[src/rtl/stream_req_arbiter.sv]
// Round-robin arbiter sharing one filter/input streamer among NUM_PE PE controllers.
// Optional beat-timeout watchdog enabled by defining STREAM_ARB_TIMEOUT_EN.
module stream_req_arbiter #(
  parameter int unsigned NUM_PE  = 4,
  parameter int unsigned K_W     = 6,
  parameter int unsigned LAYER_W = 3,
  parameter int unsigned TIMEOUT = 1023,
  localparam int unsigned PE_W   = $clog2(NUM_PE)
) (
  input  logic                       i_clk,
  input  logic                       i_rst_n,
  input  logic [NUM_PE-1:0]          i_req_filter_valid,
  input  logic [NUM_PE-1:0]          i_req_input_valid,
  input  logic [NUM_PE*K_W-1:0]      i_req_filter_k,
  input  logic [NUM_PE*LAYER_W-1:0]  i_req_layer,
  output logic                       o_cmd_valid,
  input  logic                       i_cmd_ready,
  output logic                       o_cmd_type,
  output logic [PE_W-1:0]            o_cmd_pe,
  output logic [K_W-1:0]             o_cmd_k,
  output logic [LAYER_W-1:0]         o_cmd_layer,
  input  logic                       i_beat_valid,
  input  logic                       i_beat_last,
  output logic [NUM_PE-1:0]          o_filter_finish,
  output logic [NUM_PE-1:0]          o_input_finish,
  output logic                       o_busy,
  output logic                       o_err_timeout
);

  typedef enum logic [1:0] {StIdle, StCmd, StXfer, StDone} state_e;

  state_e               r_state;
  logic [PE_W-1:0]      r_rr_ptr;
  logic [PE_W-1:0]      r_pe;
  logic [NUM_PE-1:0]    r_mask;
  logic                 r_type;
  logic [K_W-1:0]       r_k;
  logic [LAYER_W-1:0]   r_layer;
  logic [15:0]          r_beat_cnt;
  logic                 r_cmd_valid;
  logic [NUM_PE-1:0]    r_filter_finish;
  logic [NUM_PE-1:0]    r_input_finish;
  logic                 r_err_timeout;

  logic [NUM_PE-1:0]    w_req;
  logic                 w_gnt_found;
  logic [PE_W-1:0]      w_gnt_pe;
  logic [K_W-1:0]       w_gnt_k;
  logic [LAYER_W-1:0]   w_gnt_layer;
  logic                 w_gnt_filter;
  int unsigned          w_idx;
  logic [PE_W-1:0]      w_pe_next;
  logic [NUM_PE-1:0]    w_fin_onehot;

`ifdef STREAM_ARB_TIMEOUT_EN
  localparam int unsigned IDLE_W = $clog2(TIMEOUT + 1);
  logic [IDLE_W-1:0]    r_idle_cnt;
`endif

  // The just-served PE is masked for one IDLE cycle while it drops its request
  assign w_req = (i_req_filter_valid | i_req_input_valid) & ~r_mask;

  always_comb begin
    w_gnt_found  = 1'b0;
    w_gnt_pe     = '0;
    w_gnt_k      = '0;
    w_gnt_layer  = '0;
    w_gnt_filter = 1'b0;
    w_idx        = 0;
    for (int unsigned off = 0; off < NUM_PE; off++) begin
      w_idx = (32'(r_rr_ptr) + off) % NUM_PE;
      if (!w_gnt_found && w_req[w_idx]) begin
        w_gnt_found  = 1'b1;
        w_gnt_pe     = PE_W'(w_idx);
        w_gnt_k      = i_req_filter_k[w_idx*K_W +: K_W];
        w_gnt_layer  = i_req_layer[w_idx*LAYER_W +: LAYER_W];
        w_gnt_filter = i_req_filter_valid[w_idx];
      end
    end
  end

  assign w_pe_next    = (r_pe == PE_W'(NUM_PE - 1)) ? '0 : r_pe + 1'b1;
  assign w_fin_onehot = NUM_PE'(1) << r_pe;

  always_ff @(posedge i_clk or negedge i_rst_n) begin
    if (!i_rst_n) begin
      r_state         <= StIdle;
      r_rr_ptr        <= '0;
      r_pe            <= '0;
      r_mask          <= '0;
      r_type          <= 1'b0;
      r_k             <= '0;
      r_layer         <= '0;
      r_beat_cnt      <= '0;
      r_cmd_valid     <= 1'b0;
      r_filter_finish <= '0;
      r_input_finish  <= '0;
      r_err_timeout   <= 1'b0;
`ifdef STREAM_ARB_TIMEOUT_EN
      r_idle_cnt      <= '0;
`endif
    end else begin
      r_mask          <= '0;
      r_filter_finish <= '0;
      r_input_finish  <= '0;
      unique case (r_state)
        StIdle: begin
          if (w_gnt_found) begin
            r_pe        <= w_gnt_pe;
            r_k         <= w_gnt_k;
            r_layer     <= w_gnt_layer;
            r_type      <= ~w_gnt_filter;
            r_cmd_valid <= 1'b1;
            r_state     <= StCmd;
          end
        end
        StCmd: begin
          if (i_cmd_ready) begin
            r_cmd_valid <= 1'b0;
            r_beat_cnt  <= '0;
`ifdef STREAM_ARB_TIMEOUT_EN
            r_idle_cnt  <= '0;
`endif
            r_state     <= StXfer;
          end
        end
        StXfer: begin
          if (i_beat_valid) begin
            if (r_beat_cnt != 16'hffff) r_beat_cnt <= r_beat_cnt + 16'd1;
`ifdef STREAM_ARB_TIMEOUT_EN
            r_idle_cnt <= '0;
`endif
            if (i_beat_last) begin
              if (r_type) r_input_finish  <= w_fin_onehot;
              else        r_filter_finish <= w_fin_onehot;
              r_state <= StDone;
            end
          end
`ifdef STREAM_ARB_TIMEOUT_EN
          else if (r_idle_cnt == IDLE_W'(TIMEOUT - 1)) begin
            r_err_timeout <= 1'b1;
            if (r_type) r_input_finish  <= w_fin_onehot;
            else        r_filter_finish <= w_fin_onehot;
            r_state <= StDone;
          end else begin
            r_idle_cnt <= r_idle_cnt + 1'b1;
          end
`endif
        end
        StDone: begin
          // Filter done with input still pending: keep the grant for the input stream
          if (!r_type && i_req_input_valid[r_pe]) begin
            r_type      <= 1'b1;
            r_cmd_valid <= 1'b1;
            r_state     <= StCmd;
          end else begin
            r_rr_ptr <= w_pe_next;
            r_mask   <= w_fin_onehot;
            r_state  <= StIdle;
          end
        end
        default: r_state <= StIdle;
      endcase
    end
  end

  assign o_cmd_valid     = r_cmd_valid;
  assign o_cmd_type      = r_type;
  assign o_cmd_pe        = r_pe;
  assign o_cmd_k         = r_k;
  assign o_cmd_layer     = r_layer;
  assign o_filter_finish = r_filter_finish;
  assign o_input_finish  = r_input_finish;
  assign o_busy          = (r_state != StIdle);
  assign o_err_timeout   = r_err_timeout;

endmodule

[config.mk]
export PLATFORM = sky130hd
export DESIGN_NAME = stream_req_arbiter
export DESIGN_NICKNAME = d
export VERILOG_FILES = /design/src/rtl/stream_req_arbiter.sv
export SDC_FILE = /design/constraint.sdc
export NUM_CORES = 1
export LEC_CHECK = 0
export ABC_AREA = 1
export CAP_MARGIN = 30
export CORE_ASPECT_RATIO = 0.7
export CORE_UTILIZATION = 45
export DETAILED_ROUTE_END_ITERATION = 7
export GPL_TIMING_DRIVEN = 0
export PLACE_DENSITY = 0.75
export REMOVE_ABC_BUFFERS = 1
export SLEW_MARGIN = 5
export SYNTH_ARGS = -nofsm -noshare
export SYNTH_HDL_FRONTEND = slang
export SYNTH_SLANG_ARGS = --single-unit
[constraint.sdc]
create_clock -name i_clk -period 2.1 [get_ports i_clk]
set_input_delay 0.315 -clock i_clk [delete_from_list [all_inputs] [get_ports i_clk]]
set_output_delay 0.315 -clock i_clk [all_outputs]
set_load 0.02 [all_outputs]
# After elaboration in Yosys (flattened, before gate mapping)

Cells that the tools add are included.

Bitwise operators: 5
Add/subtract/negate cells: 4
Reductions and logical operators: 17
Shifts and indexed selects: 9
Mux-type cells: 61
Magnitude comparators: 5
Multipliers: 8
Equal/unequal tests: 9

Operator list:

| kind                  | count |
|---|---|
| $shiftx A24 B6 Y6     | 4 |
| $shiftx A12 B5 Y3     | 4 |
| $mux W4               | 10 |
| $mul A2 B2 Y4 const B | 8 |
| $mux W6               | 4 |
| $mux W1               | 22 |
| $bmux W1 S2           | 9 |
| $mux W2               | 9 |
| $lt A2 B3 Y1 const B  | 5 |
| $mux W3               | 4 |
| $ne A2 B2 Y1 const B  | 5 |
| $pmux W2 S4           | 1 |
| $reduce_and A4 Y1     | 2 |
| $eq A2 B2 Y1 const B  | 3 |
| $add A2 B1 Y2 const B | 2 |
| $add A2 B2 Y2 const B | 2 |
| $and A4 B4 Y4         | 1 |
| $logic_and A1 B1 Y1   | 4 |
| $logic_not A1 Y1      | 4 |
| $not A4 Y4            | 1 |
| $or A4 B4 Y4          | 1 |
| $reduce_and A2 Y1     | 2 |
| $reduce_bool A2 Y1    | 2 |
| $shl A1 B2 Y4 const A | 1 |
| 7 further kinds       | 8 |

Bits of input ports: 49
Logic and storage cells: 128
Register bits after elaboration: 29

# Depth between registers and ports, before layout

Depth in word-level cells: 17
Depth in mapped cells: 14

# Worst setup path after synthesis

Ideal clock, no wire load.

Path kind: register -> register
From: reg r_rr_ptr[1]
To: reg r_k[0] (netlist: o_cmd_k[0])
Slack: 0.517 ns
Path buffers: 1
Cell stages (with the launch flop): 15
Setup time: 0.116 ns
Clock period less this slack: 1.583 ns
Data arrival time: 1.466 ns
Path through: dfrtp_1 > inv_2 > nand2_1 > nand2_2 > inv_2 > nand3_1 > nand2_1 > nand2_1 > nor2_4 > nand2_2 > nand2_4 > inv_2 > buf_6 > nand2_1 > nand2_1

Longest elaborated chain between the ends: 13
Elaborated cells on any way between the ends: 34
Classes of those cells: 3 x add/sub; 4 x mul; 4 x shift; 16 x mux; 7 x reduce/logical

Ends and longest elaborated chain:

| element                                                                | line | text |
|---|---|---|
| from (decl)                                                            | 33   | `logic [PE_W-1:0] r_rr_ptr;` |
| from (signal assigned)                                                 | 157  | `r_rr_ptr <= w_pe_next;` |
| parallel branches: the longest is 13 deep, another holds $mul A2 B2 Y4 | -    |  |
| to (signal assigned)                                                   | 110  | `r_k <= w_gnt_k;` |
| to (decl)                                                              | 37   | `logic [K_W-1:0] r_k;` |

Parallel ways; which one is timed is not known. The select of a mux whose other input is x is not followed.
A chain may end at the register's enable or synchronous reset.

# Worst setup path in the final report

From: reg r_rr_ptr[0]
To: reg r_pe[0] (netlist: o_cmd_pe[0])

Longest elaborated chain between the ends: 13
Elaborated cells on any way between the ends: 26
Classes of those cells: 3 x add/sub; 16 x mux; 7 x reduce/logical

Ends and longest elaborated chain:

| element                                                                | line | text |
|---|---|---|
| parallel branches: the longest is 13 deep, another holds $add A2 B1 Y2 | -    |  |
| to (signal assigned)                                                   | 109  | `r_pe <= w_gnt_pe;` |
| to (decl)                                                              | 34   | `logic [PE_W-1:0] r_pe;` |

Parallel ways; which one is timed is not known. The select of a mux whose other input is x is not followed.

==> results.txt <==
----------------------------------------------------
[Synthesis]
  Synth Instances ... 488
  Count of synthesis-stage warnings from yosys ... 1
  Part of the Yosys area used for sequential elements ... 26.36%
  Number of flip-flops and latches in the synthesized netlist ... 29
  Synth cell types ... 26
  Synthesized area ... 0.002753 sq mm
  Post-Synthesis Mean Instance Area ... 5.641 sq um

[Power and ir drop]
  Combinational Power Share ... 75.7%
  Final total power ... 5.841 mW
  Design internal power ... 2.574 mW
  Switching power ... 3.267 mW
  Switching part of the total ... 55.93%
  Register share of total power ... 16.4%
  Worst IR drop on VDD ... 0.0008270 V
  Power per unit of standard cell area ... 1534 mW/mm^2
  Part of the power in the clock network ... 7.9%
  Leakage power figure ... 1.942 nW

[Die]
  Placeable core region ... 0.005813 sq mm
  Effective utilization at floorplan ... 47.35%
  # IOs ... 72
  Die boundary width ... 95.48 microns
  Number of rows in the core area ... 23
  Area enclosed by the die boundary ... 0.006439 sq mm
  Chip Height ... 67.44 microns

[STA]
  Setup slack of the critical path after layout ... 0.08682 ns
  Hold Vio Cnt, Final ... 0
  Final clock skew ... 0.004710 ns
  Max Clock Freq ... 0.4967 GHz
  Slew @ Worst Pin ... 0.6665 ns
  Shortest clock period the worst path allows after layout ... 2.013 ns
  Worst slew margin ... 55.43%
  Final worst path period share ... 95.87%
  Worst hold slack after final layout ... 0.4308 ns
  Number of max-slew violations in the final report ... 0
  Number of setup violations in the final report ... 0

[CTS]
  Clock insertion delay at the later pin of the skew report ... 0.29 ns
  Clock-pin slew on the worst setup and hold paths ... 0.07 ns
  TritonCTS clock tree ... built
  Root buffer selected by CTS ... sky130_fd_sc_hd__clkbuf_8
  Clock Path Buffers ... 2
  Number of hold buffers added after CTS ... 0
  Clock net sink count ... 29
  H-tree lvl count ... 2
  CTS Buf Count ... 5

[Setup path]
  Maximum cell stage delay along the critical path ... 0.52 ns
  Worst Path Class, Setup ... flip-flop to flip-flop
  Buffers & Inverters on Critical Path ... 3
  Sort of element at the end of the critical path ... flip-flop
  Element type at the critical path start ... flip-flop
  Slowest cell on crit path ... sky130_fd_sc_hd__dfrtp_4
  Critical path arrival ... 2.20 ns
  Top cell family by delay on the critical path ... simple AND/OR/NAND/NOR gates
  CP Max Fanout ... 27
  Required time at the worst-slack endpoint ... 2.28 ns
  Sequence of cells on the critical path ... clkinv_8, nand2_2, nand2_4, clkinv_8, nand3_1, nand2_1, nand2_1, nor2_4, nand2_2, nand2_4, inv_6, nand3_1, o21ai_2

[Global route]
  GR peak layer ... met2
  Initial antenna violation count ... 0
  Vias in the first global route ... 2793
  GR Layer Usage met3 ... 4.054%
  First-pass GRT wire length ... 13.38 mm
  Met1 layer usage reported by global route ... 41.02%
  Met2 demand-to-capacity share in global routing ... 41.52%
  Tot GR Track Use ... 27.83%
  Maximum number of pins on one net before global-route repair ... 36
  Total global routing overflow ... 0

[Finish]
  Final Instance Count excl. Fillers ... 639
  Antenna cell count ... 0
  Share of post-route cells with drive strength above 1 ... 8.865%
  Total Nets Final ... 620
  Area growth from synthesis to layout ... 38.32%

[Routing]
  DRC viols ... 0
  Via count ... 3350
  Total Wirelength ... 8.582 mm
  Antenna Nets Post-Route ... 0
  Pre-antenna DRT Iters ... 6
  Violation count after the first detailed-routing iteration ... 270
  Post-detailed-route via-to-cell ratio ... 5.243
  Routed length per instance ... 13.43 microns

[Outcome]
  Outcome ... complete, no violations

[Placed design]
  DP Worst Slack ... -1.286 ns
  Number of buffer cells added on primary ports ... 70
  # placed instances ... 614
  Global placer's final weighted congestion ... 0.8904
  Hpwl dp ... 5.328 mm

[Worst hold path]
  Worst hold path class ... input port to asynchronous set/reset pin

[Flow run]
  Count of max-cap constraint violations ... 0

----------------------------------------------------
metrics by stage:
stage / TNS [ns] / util (%) / area [sq um]
finish: 0 / 65.50 / 3807
CTS: 0 / 63.90 / 3715
detailed placement: -18.09 / 59.86 / 3480
global route: -0.007928 / 65.50 / 3807
floorplan: -12.41 / - / 2656
global placement: -26.60 / 59.36 / 3451
cells in the final DEF (no fill, tap or decap), types with 2 or more instances in the layout:
cell and count:
sky130_fd_sc_hd__nand2_1 189, sky130_fd_sc_hd__o21ai_0 84, sky130_fd_sc_hd__clkdlybuf4s50_1 69, sky130_fd_sc_hd__inv_1 64
sky130_fd_sc_hd__dfrtp_1 27, sky130_fd_sc_hd__nor2_1 26, sky130_fd_sc_hd__nand3_1 25, sky130_fd_sc_hd__buf_4 12
sky130_fd_sc_hd__nor3_1 9, sky130_fd_sc_hd__ha_1 8, sky130_fd_sc_hd__nand2_2 6, sky130_fd_sc_hd__o21ai_1 5
sky130_fd_sc_hd__clkbuf_8 5, sky130_fd_sc_hd__nand2_4 4, sky130_fd_sc_hd__o211ai_1 3, sky130_fd_sc_hd__clkinv_8 2
sky130_fd_sc_hd__inv_4 2, sky130_fd_sc_hd__inv_2 2, sky130_fd_sc_hd__nor2_4 2, sky130_fd_sc_hd__inv_6 2
sky130_fd_sc_hd__nand3_2 2, sky130_fd_sc_hd__clkinv_2 2, sky130_fd_sc_hd__buf_16 2, sky130_fd_sc_hd__dfrtp_4 2
sky130_fd_sc_hd__buf_6 2
state kept, by name (all words and copies together), names as in the netlist, 2 cells and up:
register	cells
r_rr_ptr	2
o_filter_finish	4
r_state	2
o_cmd_pe	2
r_mask	4
o_input_finish	4
o_cmd_layer	3
o_cmd_k	6
final cells by class:
| cell class | count | area (sq um) |
|---|---|---|
| tap | 75 | 93.84 |
| clock inverter | 3 | 17.52 |
| timing repair inverter | 1 | 8.758 |
| multi-input combinational | 369 | 1713 |
| sequential | 29 | 733.2 |
| timing repair buffer | 86 | 870.8 |
| inverter | 71 | 301.5 |
| clock buffer | 5 | 68.82 |
| fill | 539 | 2006 |
worst paths after layout:
path                                            to  slack, ns  cells after the start               startpoint
max reg2reg                o_cmd_pe[0]$_DFFE_PN0P_       0.09                     13  r_rr_ptr[0]$_DFFE_PN0P_
min in group i_clk          o_cmd_k[2]$_DFFE_PN0P_       0.50                      2   o_cmd_k[2]$_DFFE_PN0P_
min                        o_cmd_pe[0]$_DFFE_PN0P_       0.43                      1                  i_rst_n
max in group asynchronous  r_rr_ptr[0]$_DFFE_PN0P_       1.15                      2                  i_rst_n
max                        o_cmd_pe[0]$_DFFE_PN0P_       0.09                     13  r_rr_ptr[0]$_DFFE_PN0P_
min reg2reg                 o_cmd_k[2]$_DFFE_PN0P_       0.50                      2   o_cmd_k[2]$_DFFE_PN0P_
cells in the mapped netlist:
master | number | area (sq um)
sky130_fd_sc_hd__nor3b_1 | 1 | 7.510
sky130_fd_sc_hd__nor2_1 | 26 | 97.59
sky130_fd_sc_hd__nand4_1 | 1 | 6.260
sky130_fd_sc_hd__nor3_1 | 9 | 45.04
sky130_fd_sc_hd__nand2_2 | 3 | 18.77
sky130_fd_sc_hd__nand2_4 | 1 | 11.26
sky130_fd_sc_hd__dfrtp_1 | 29 | 725.7
sky130_fd_sc_hd__nand3_1 | 27 | 135.1
sky130_fd_sc_hd__o211ai_1 | 3 | 22.52
sky130_fd_sc_hd__buf_4 | 1 | 7.510
sky130_fd_sc_hd__buf_6 | 1 | 11.26
sky130_fd_sc_hd__clkbuf_1 | 8 | 30.03
sky130_fd_sc_hd__o21ai_2 | 1 | 8.760
sky130_fd_sc_hd__ha_1 | 8 | 100.1
sky130_fd_sc_hd__conb_1 | 1 | 3.750
sky130_fd_sc_hd__or2_2 | 1 | 6.260
sky130_fd_sc_hd__inv_1 | 64 | 240.2
sky130_fd_sc_hd__inv_2 | 7 | 26.28
sky130_fd_sc_hd__o21ai_0 | 86 | 430.4
sky130_fd_sc_hd__nor2_2 | 1 | 6.260
sky130_fd_sc_hd__buf_1 | 2 | 7.510
sky130_fd_sc_hd__nor2_4 | 1 | 11.26
sky130_fd_sc_hd__mux2i_1 | 1 | 10.01
sky130_fd_sc_hd__o21ai_1 | 3 | 15.01
sky130_fd_sc_hd__nand2_1 | 194 | 728.2
sky130_fd_sc_hd__buf_2 | 8 | 40.04
power groups by stage:
stage | combinational (mW) | clock (mW) | sequential [mW]
2_1_floorplan | 2.40 | 0 | 1.15
3_3_place_gp | 3.43 | 0 | 1.09
3_5_place_dp | 3.49 | 0 | 1.11
4_1_cts | 4.10 | 0.463 | 0.942
5_1_grt | 4.96 | 0.488 | 0.980
6_report | 4.42 | 0.462 | 0.958
metal layers:
layer | part of all wire [%] | vias up
met5 | 0 | -
met4 | 2.9 | 0
met3 | 11 | 35
met2 | 42 | 167
met1 | 44 | 1477
li1 | - | 1671
timing repair:
| action | 4_1_cts | 5_1_grt |
|---|---|---|
| pin swaps | 1 | 2 |
| buffers inserted | 11 | 4 |
| resized for setup | 14 | 16 |
| gates cloned | 1 | 1 |
| setup endpoints to repair | 15 | 15 |
kinds of logic after synthesis:
| kind of cell | Yosys count | synth area share (%) |
|---|---|---|
| and+or+nand+nor | 265 | 39.00 |
| AOI/OAI and AO/OA | 93 | 17.32 |
| buffers and inverters | 91 | 13.18 |
| DFF | 29 | 26.36 |
| adders and majority gates | 8 | 3.637 |
| muxes | 1 | 0.3637 |
| other | 1 | 0.1362 |
Power figures use the tool's default switching activity.
